## src/rtl/bpred_ctrl.sv

```systemverilog
// Branch predictor with a small fully associative target table and a
// mispredict redirect/flush sequencer for the fetch stage.
module bpred_ctrl #(
  parameter int unsigned Psize     = 5,
  parameter int unsigned ENTRIES   = 4,
  parameter int unsigned FLUSH_CYC = 2
) (
  input  logic             clk,
  input  logic             reset,
  input  logic [Psize-1:0] pc_plus,
  output logic [Psize-1:0] predicted_target,
  output logic             take_branch,
  input  logic             resolve_valid,
  input  logic [Psize-1:0] resolve_pc,
  input  logic             resolve_taken,
  input  logic [Psize-1:0] resolve_target,
  input  logic             resolve_pred_taken,
  input  logic [Psize-1:0] resolve_pred_target,
  output logic             redirect_valid,
  output logic [Psize-1:0] redirect_pc,
  output logic             flush,
  output logic             busy,
  output logic [7:0]       mispredict_count
);

  localparam int unsigned IdxW = (ENTRIES > 1) ? $clog2(ENTRIES) : 1;

  typedef enum logic [1:0] {StIdle, StRedirect, StFlush} state_e;

  logic [ENTRIES-1:0] valid_q, valid_d;
  logic [Psize-1:0]   pc_q  [ENTRIES];
  logic [Psize-1:0]   pc_d  [ENTRIES];
  logic [Psize-1:0]   tgt_q [ENTRIES];
  logic [Psize-1:0]   tgt_d [ENTRIES];
  logic [1:0]         ctr_q [ENTRIES];
  logic [1:0]         ctr_d [ENTRIES];
  logic [IdxW-1:0]    rr_q, rr_d;

  state_e          state_q, state_d;
  logic [2:0]      fcnt_q, fcnt_d;
  logic [Psize-1:0] rpc_q, rpc_d;
  logic [7:0]      mcnt_q, mcnt_d;

  logic            lk_hit, rs_hit, fr_found;
  logic [IdxW-1:0] lk_idx, rs_idx, fr_idx, alloc_idx;
  logic            accept, mispredict;

  // Lowest matching index wins for both the fetch lookup and the resolve lookup.
  always_comb begin
    lk_hit   = 1'b0;
    lk_idx   = '0;
    rs_hit   = 1'b0;
    rs_idx   = '0;
    fr_found = 1'b0;
    fr_idx   = '0;
    for (int i = 0; i < ENTRIES; i++) begin
      if (!lk_hit && valid_q[i] && pc_q[i] == pc_plus) begin
        lk_hit = 1'b1;
        lk_idx = IdxW'(i);
      end
      if (!rs_hit && valid_q[i] && pc_q[i] == resolve_pc) begin
        rs_hit = 1'b1;
        rs_idx = IdxW'(i);
      end
      if (!fr_found && !valid_q[i]) begin
        fr_found = 1'b1;
        fr_idx   = IdxW'(i);
      end
    end
  end

  // Lookup reads registered contents, so a same-cycle update is not visible yet.
  always_comb begin
    take_branch      = lk_hit & ctr_q[lk_idx][1];
    predicted_target = take_branch ? tgt_q[lk_idx] : '0;
  end

  assign accept     = resolve_valid && (state_q == StIdle);
  assign mispredict = (resolve_pred_taken != resolve_taken) ||
                      (resolve_taken && (resolve_pred_target != resolve_target));
  assign alloc_idx  = fr_found ? fr_idx : rr_q;

  always_comb begin
    valid_d = valid_q;
    pc_d    = pc_q;
    tgt_d   = tgt_q;
    ctr_d   = ctr_q;
    rr_d    = rr_q;
    if (accept) begin
      if (rs_hit) begin
        if (resolve_taken) begin
          tgt_d[rs_idx] = resolve_target;
          if (ctr_q[rs_idx] != 2'd3) ctr_d[rs_idx] = ctr_q[rs_idx] + 2'd1;
        end else if (ctr_q[rs_idx] != 2'd0) begin
          ctr_d[rs_idx] = ctr_q[rs_idx] - 2'd1;
        end
      end else if (resolve_taken) begin
        valid_d[alloc_idx] = 1'b1;
        pc_d[alloc_idx]    = resolve_pc;
        tgt_d[alloc_idx]   = resolve_target;
        ctr_d[alloc_idx]   = 2'd2;
        // Round-robin pointer only moves when a live entry is evicted.
        if (!fr_found) rr_d = rr_q + 1'b1;
      end
    end
  end

  always_comb begin
    state_d = state_q;
    fcnt_d  = fcnt_q;
    rpc_d   = rpc_q;
    mcnt_d  = mcnt_q;
    case (state_q)
      StIdle: begin
        if (accept && mispredict) begin
          state_d = StRedirect;
          rpc_d   = resolve_taken ? resolve_target : resolve_pc;
          if (mcnt_q != 8'hff) mcnt_d = mcnt_q + 8'd1;
        end
      end
      StRedirect: begin
        state_d = StFlush;
        fcnt_d  = '0;
      end
      StFlush: begin
        if (fcnt_q == 3'(FLUSH_CYC - 1)) state_d = StIdle;
        else                              fcnt_d  = fcnt_q + 3'd1;
      end
      default: state_d = StIdle;
    endcase
  end

  assign redirect_valid   = (state_q == StRedirect);
  assign flush            = (state_q != StIdle);
  assign busy             = (state_q != StIdle);
  assign redirect_pc      = rpc_q;
  assign mispredict_count = mcnt_q;

  always_ff @(posedge clk) begin
    if (reset) begin
      valid_q <= '0;
      for (int i = 0; i < ENTRIES; i++) ctr_q[i] <= 2'd0;
      rr_q    <= '0;
      state_q <= StIdle;
      fcnt_q  <= '0;
      rpc_q   <= '0;
      mcnt_q  <= '0;
    end else begin
      valid_q <= valid_d;
      ctr_q   <= ctr_d;
      rr_q    <= rr_d;
      state_q <= state_d;
      fcnt_q  <= fcnt_d;
      rpc_q   <= rpc_d;
      mcnt_q  <= mcnt_d;
    end
  end

  // Tag and target storage is qualified by valid, so it needs no reset.
  always_ff @(posedge clk) begin
    pc_q  <= pc_d;
    tgt_q <= tgt_d;
  end

endmodule

```

## config.mk

```make
export PLATFORM = sky130hd
export DESIGN_NAME = bpred_ctrl
export DESIGN_NICKNAME = d
export VERILOG_FILES = /design/src/rtl/bpred_ctrl.sv
export SDC_FILE = /design/constraint.sdc
export NUM_CORES = 1
export LEC_CHECK = 0
export ABC_AREA = 0
export CAP_MARGIN = 30
export CORE_MARGIN = 3
export CORE_UTILIZATION = 60
export CTS_CLUSTER_SIZE = 40
export DETAILED_ROUTE_END_ITERATION = 6
export HOLD_SLACK_MARGIN = 0.03
export PLACE_DENSITY = 0.85
export SLEW_MARGIN = 10
export SYNTH_ARGS = -nofsm -noshare
export SYNTH_HDL_FRONTEND = slang
export SYNTH_SLANG_ARGS = --single-unit
export TNS_END_PERCENT = 1
```

## constraint.sdc

```tcl
create_clock -name clk -period 10.1 [get_ports clk]
set_input_delay 2.02 -clock clk [delete_from_list [all_inputs] [get_ports clk]]
set_output_delay 2.02 -clock clk [all_outputs]
set_load 0.005 [all_outputs]
```

---- After elaboration in Yosys (flattened, before gate mapping) ----
Index checks and enable logic that the tools add are counted.
storage, ports and cells
  logic and storage cells ................. 169
  input port bits ......................... 25
  output and inout port bits .............. 22
  register bits after elaboration ......... 72
operators by class
  muxes and demuxes ....................... 61
  reduce and logical (&&, ||, !) cells .... 49
  $lt $le $gt $ge ......................... 7
  $add $sub $neg .......................... 5
  bitwise logic cells ..................... 10
  equality and inequality tests ........... 19
operators by type and width
  cell                                                       number
  bitwise mux 20 bit                                         3
  2-to-1 mux 20 bit                                          3
  equality test 5 bit                                        8
  2-to-1 mux 8 bit                                           5
  2-to-1 mux 2 bit                                           15
  2-to-1 mux 5 bit                                           6
  logical AND 1 bit                                          23
  demux 5 bit (select 2 bit)                                 2
  bitwise mux 8 bit                                          2
  2-to-1 mux 1 bit                                           16
  zero test 1 bit                                            11
  binary-select mux 5 bit (select 2 bit)                     1
  nonzero test 2 bit                                         5
  greater-or-equal comparator 3 bit (second input constant)  3
  NOT 2 -> 3 bit                                             3
  adder 8 x 1 -> 8 bit (second input constant)               1
  binary-select mux 2 bit (select 2 bit)                     2
  demux 2 bit (select 2 bit)                                 2
  != test 8 bit (second input constant)                      1
  bitwise OR 4 bit                                           2
  AND reduction 2 bit                                        4
  AND reduction 4 bit                                        2
  < comparator 3 x 1 -> 1 bit (second input constant)        2
  != test 2 bit (second input constant)                      3
  other kinds (23)                                           26

---- Logic depth before layout (Yosys ltp) ----
  word-level depth ........................ 24
  gate-level depth with buffers ........... 15
  depth with buffers taken out ............ 13

---- Worst setup path after synthesis ----
No wires, ideal clock.
  path kind ............................... in2out
  start ................................... in pc_plus[0]
  end ..................................... out predicted_target[0]
  stages on the path ...................... 8
  path buffers ............................ 2
  arrival time ............................ 3.743 ns
  setup slack ............................. 4.337 ns
  required time ........................... 8.080 ns
  cell sequence ........................... clkbuf_1 > xor2_1 > nor4_1 > and3_1 > o211ai_1 > buf_1 > mux2_2 > o211a_1
between the ends
  word-level cells in the longest chain between the ends .. 21
  elaborated cells between the ends (all ways) .. 30
  classes of those cells .................. eq/ne: 4; mux: 14; bitwise: 2; reduce/logical: 10
ends and longest elaborated chain
  element                                              line    RTL
  from (decl)                                          10      input logic [Psize-1:0] pc_plus,
  equality test 5 bit                                  57      if (!lk_hit && valid_q[i] && pc_q[i] == pc_plus) begin
  logical AND 1 bit                                    57
  2-to-1 mux 1 bit                                     57
  zero test 1 bit                                      57
  logical AND 1 bit (2 in a row)                       57
  2-to-1 mux 1 bit                                     57
  zero test 1 bit                                      57
  logical AND 1 bit (2 in a row)                       57
  2-to-1 mux 1 bit                                     57
  zero test 1 bit                                      57
  logical AND 1 bit (2 in a row)                       57
  2-to-1 mux 2 bit                                     57
  NOT 2 -> 3 bit (not written as such)                 74, 75
  binary-select mux 2 bit (select 2 bit)               74      take_branch = lk_hit & ctr_q[lk_idx][1];
  2-to-1 mux 2 bit (not written as such) (2 in a row)  74
  AND 1 bit                                            74
  2-to-1 mux 5 bit (*)                                 75      predicted_target = take_branch ? tgt_q[lk_idx] : '0;
  to (decl)                                            11      output logic [Psize-1:0] predicted_target,
Every way passes the cells marked *; elsewhere a longest branch is shown, timed or not. The select of a mux whose other input is x is not followed.

---- Worst setup path in the final report ----
  start ................................... in pc_plus[1]
  end ..................................... out predicted_target[0]
Same word-level chain as after synthesis.

==> summary.txt <==
Outcome
  • Status: complete, no violations

Floorplan
  • Die height: 86.5 um
  • Initial core utilization: 0.638
  • Std-Cell Rows: 28
  • Core Region: 6100 um2
  • Die area: 7480 um2
  • Die X: 86.5 um
  • Boundary pin count: 47

STA
  • Crit path time final: 7.11 ns
  • Clk_skew: 0.00684 ns
  • Slew Limit Headroom: 0.334
  • Final setup TNS: 0 ns
  • # setup viols final: 0
  • Actual slew at the worst max-slew pin: 0.991 ns
  • Count of final max-slew check failures: 0
  • RSZ-0062 raised after global routing: false
  • Final worst-path cycle share: 0.704
  • Final Hold Violating Endpoints: 0
  • Peak Freq: 141 MHz
  • Final worst slack: 2.99 ns

Yosys
  • Synth cell count leaders: xor2_1, edfxtp_1, nor2_1, dfxtp_1, nand2_1
  • Ys Warns: 0
  • Top-count cell post-synth: xor2_1
  • Yosys reg bits: 72
  • Dominant synthesized flop cell: edfxtp_1
  • Number of synthesized flops with an enable pin: 40
  • Avg Inst Size Synth: 10.2 um2
  • Yosys top cell area share: 0.309
  • Post-synthesis net count: 411
  • Sequential share of the synthesized area: 0.474
  • Mapped Cells: 381
  • Yosys cell types: 56
  • Mapped cell area: 3890 um2
  • Async SR Flop Fraction: 0
  • Area leader, netlist: edfxtp_1
  • Largest cells by area after synthesis: edfxtp_1, dfxtp_1, xor2_1

Job
  • MaxCap Viol Count: 0

Cells and area
  • Multi-input logic area: 1900 um2
  • Ant. Diodes: 0
  • Share of layout cells above drive strength 1: 0.0731
  • Area Growth Syn to Fin: 16.4%
  • FF/Latch Area: 1840 um2
  • Fillers: 443
  • Final nets: 449
  • Fin area: 4520 um2

Critical path
  • CP required: 8.08 ns
  • Worst setup SP type: input port
  • Crit-path leading delay family: compound AO/OA/AOI/OAI gates
  • Crit path buf inv count: 2
  • Worst path max stage delay: 0.79 ns
  • CP max FO: 6
  • Critical-path cell list: clkdlybuf4s50_1 > xor2_1 > nor4_1 > nand3_1 > o211a_1 > o31ai_1 > o211a_1 > clkdlybuf4s50_1
  • Setup Crit Path Kind: input port to output port
  • Worst Path Arrival: 5.09 ns
  • CP max stage cell: o31ai_1
  • CP endpoint kind: output port
  • FF-to-FF setup slack: 6.66 ns

Detailed routing
  • DRT Pass-1 Iters: 4
  • DRT antenna net count: 0
  • Iteration-0 DRC Markers: 157
  • Detailed-route via count: 2945
  • Drt wl/cell: 17.3 um
  • Final wirelength: 8640 um
  • DR vias/cell: 5.90
  • Drc violations: 0

Power and ir drop
  • Clk pwr share: 0.333
  • Switching Fraction: 0.242
  • Switching component of the power: 0.142 mW
  • PwrDens: 130 nW/um2
  • Combinational power share: 0.117
  • Register share of total power: 0.550
  • Internal power: 0.445 mW
  • Maximum vdd drop: 0.000130 V
  • Lkg Pwr: 1.77 nW

Global route
  • Initial antenna violation count: 0
  • Total grt overflow: 0
  • First-pass GRT wire length: 14000 um
  • Largest net degree at the start of global routing: 36
  • Vias in the first global route: 2849
  • Total GRT Usage: 0.243

Clocking
  • Root buffer cell: clkbuf_8
  • Clock sink total: 72
  • Post CTS Setup Buffer Count: 0
  • CTS Hold Buffers Added: 0
  • H-tree depth: 3
  • CTS buffer count: 9
  • CTS max path bufs: 2
  • CTS tree: built
  • Post_cts resized: 0
  • CTS clock-pin slew for the worst setup and hold paths: 0.07 ns
  • Clk Latency, worst-skew pair: 0.35 ns

Placed design
  • Placed cell areas: 4360 um2
  • Dpl hpwl: 6510 um
  • RePlAce Congestion: 0.960
  • Buffers on Ports: 46
  • DP Worst Slack: 2.99 ns

Hold path
  • Worst hold path type: flop to flop
## path summary, 6_finish.rpt
path,startpoint,end,depth (start not counted)
hold reg to reg,redirect_pc[0],redirect_pc[0],2
setup / recovery,pc_plus[1],predicted_target[0],8
hold / removal,redirect_pc[0],redirect_pc[0],2
setup reg to reg,pc_q[15],ctr_q[0],12
## through the flow
stage          hold slack, ns  utilization  instances  total power, mW
6_report                0.504        0.742        499            0.587
5_1_grt                 0.535        0.742        499            0.611
4_1_cts                 0.509        0.742        499            0.592
3_5_place_dp            0.499        0.715        483            0.398
3_3_place_gp            0.483        0.713        482            0.396
2_1_floorplan           0.463            -        381            0.368
## cells by family (layout without fill, tap and decap cells)
logic type               after synthesis  count (layout)  synth area share
AO/OA/AOI/OAI                         60              60             0.114
buffers and inverters                 31              74            0.0370
XOR/XNOR                              53              53             0.119
AND/OR/NAND/NOR                      144             144             0.197
flip-flops                            72              72             0.474
multiplexers                          16              16            0.0428
adder cells (fa/ha/maj)                5               5            0.0161
## power groups by stage
stage | sequential, mW | combinational, mW | clock, mW
final | 0.323 | 0.0688 | 0.195
after global routing | 0.324 | 0.0758 | 0.211
after CTS | 0.323 | 0.0692 | 0.200
after detailed placement | 0.330 | 0.0689 | 0
after global placement | 0.329 | 0.0670 | 0
after floorplan | 0.327 | 0.0417 | 0
## tightest hold or removal path, cell delays in order, from the launching register on
cell      delay [ns]
dfxtp_1         0.31
nor2_1          0.10
a211oi_1        0.05
## cells in the final DEF, fill, tap and decap left out, types with 8 or more instances in the layout
cell	count
clkdlybuf4s50_1	46
xor2_1	42
edfxtp_1	40
nor2_1	37
dfxtp_1	32
nand2_1	17
nor2b_1	15
and3_1	15
nand3_1	14
a21oi_1	13
and2_1	12
nor4_1	11
xnor2_1	11
mux2i_1	11
clkbuf_8	10
inv_1	8
## state kept, by name, summed over array words and instances (netlist names)
name              count
pc_q                 20
valid_q               4
mispredict_count      8
tgt_q                20
state_q               2
rr_q                  2
ctr_q                 8
redirect_pc           5
fcnt_q                3
## metal layers
| metal | vias to the layer above | GRT usage | routed length [um] |
|---|---|---|---|
| li1 | 1428 | - | - |
| met1 | 1402 | 0.313 | 3750 |
| met2 | 101 | 0.400 | 4170 |
| met3 | 14 | 0.0532 | 578 |
| met4 | 0 | 0.0935 | 147 |
| met5 | - | 0 | 0 |
## final cells by class
cell class | count | area share
multi-input cells | 278 | 0.420
flip-flops and latches | 72 | 0.407
well taps | 75 | 0.0207
inverters | 8 | 0.00664
clock buffers | 12 | 0.0321
repair buffers | 50 | 0.108
clock inverters | 4 | 0.00470
(Power assumes the default switching activity.)
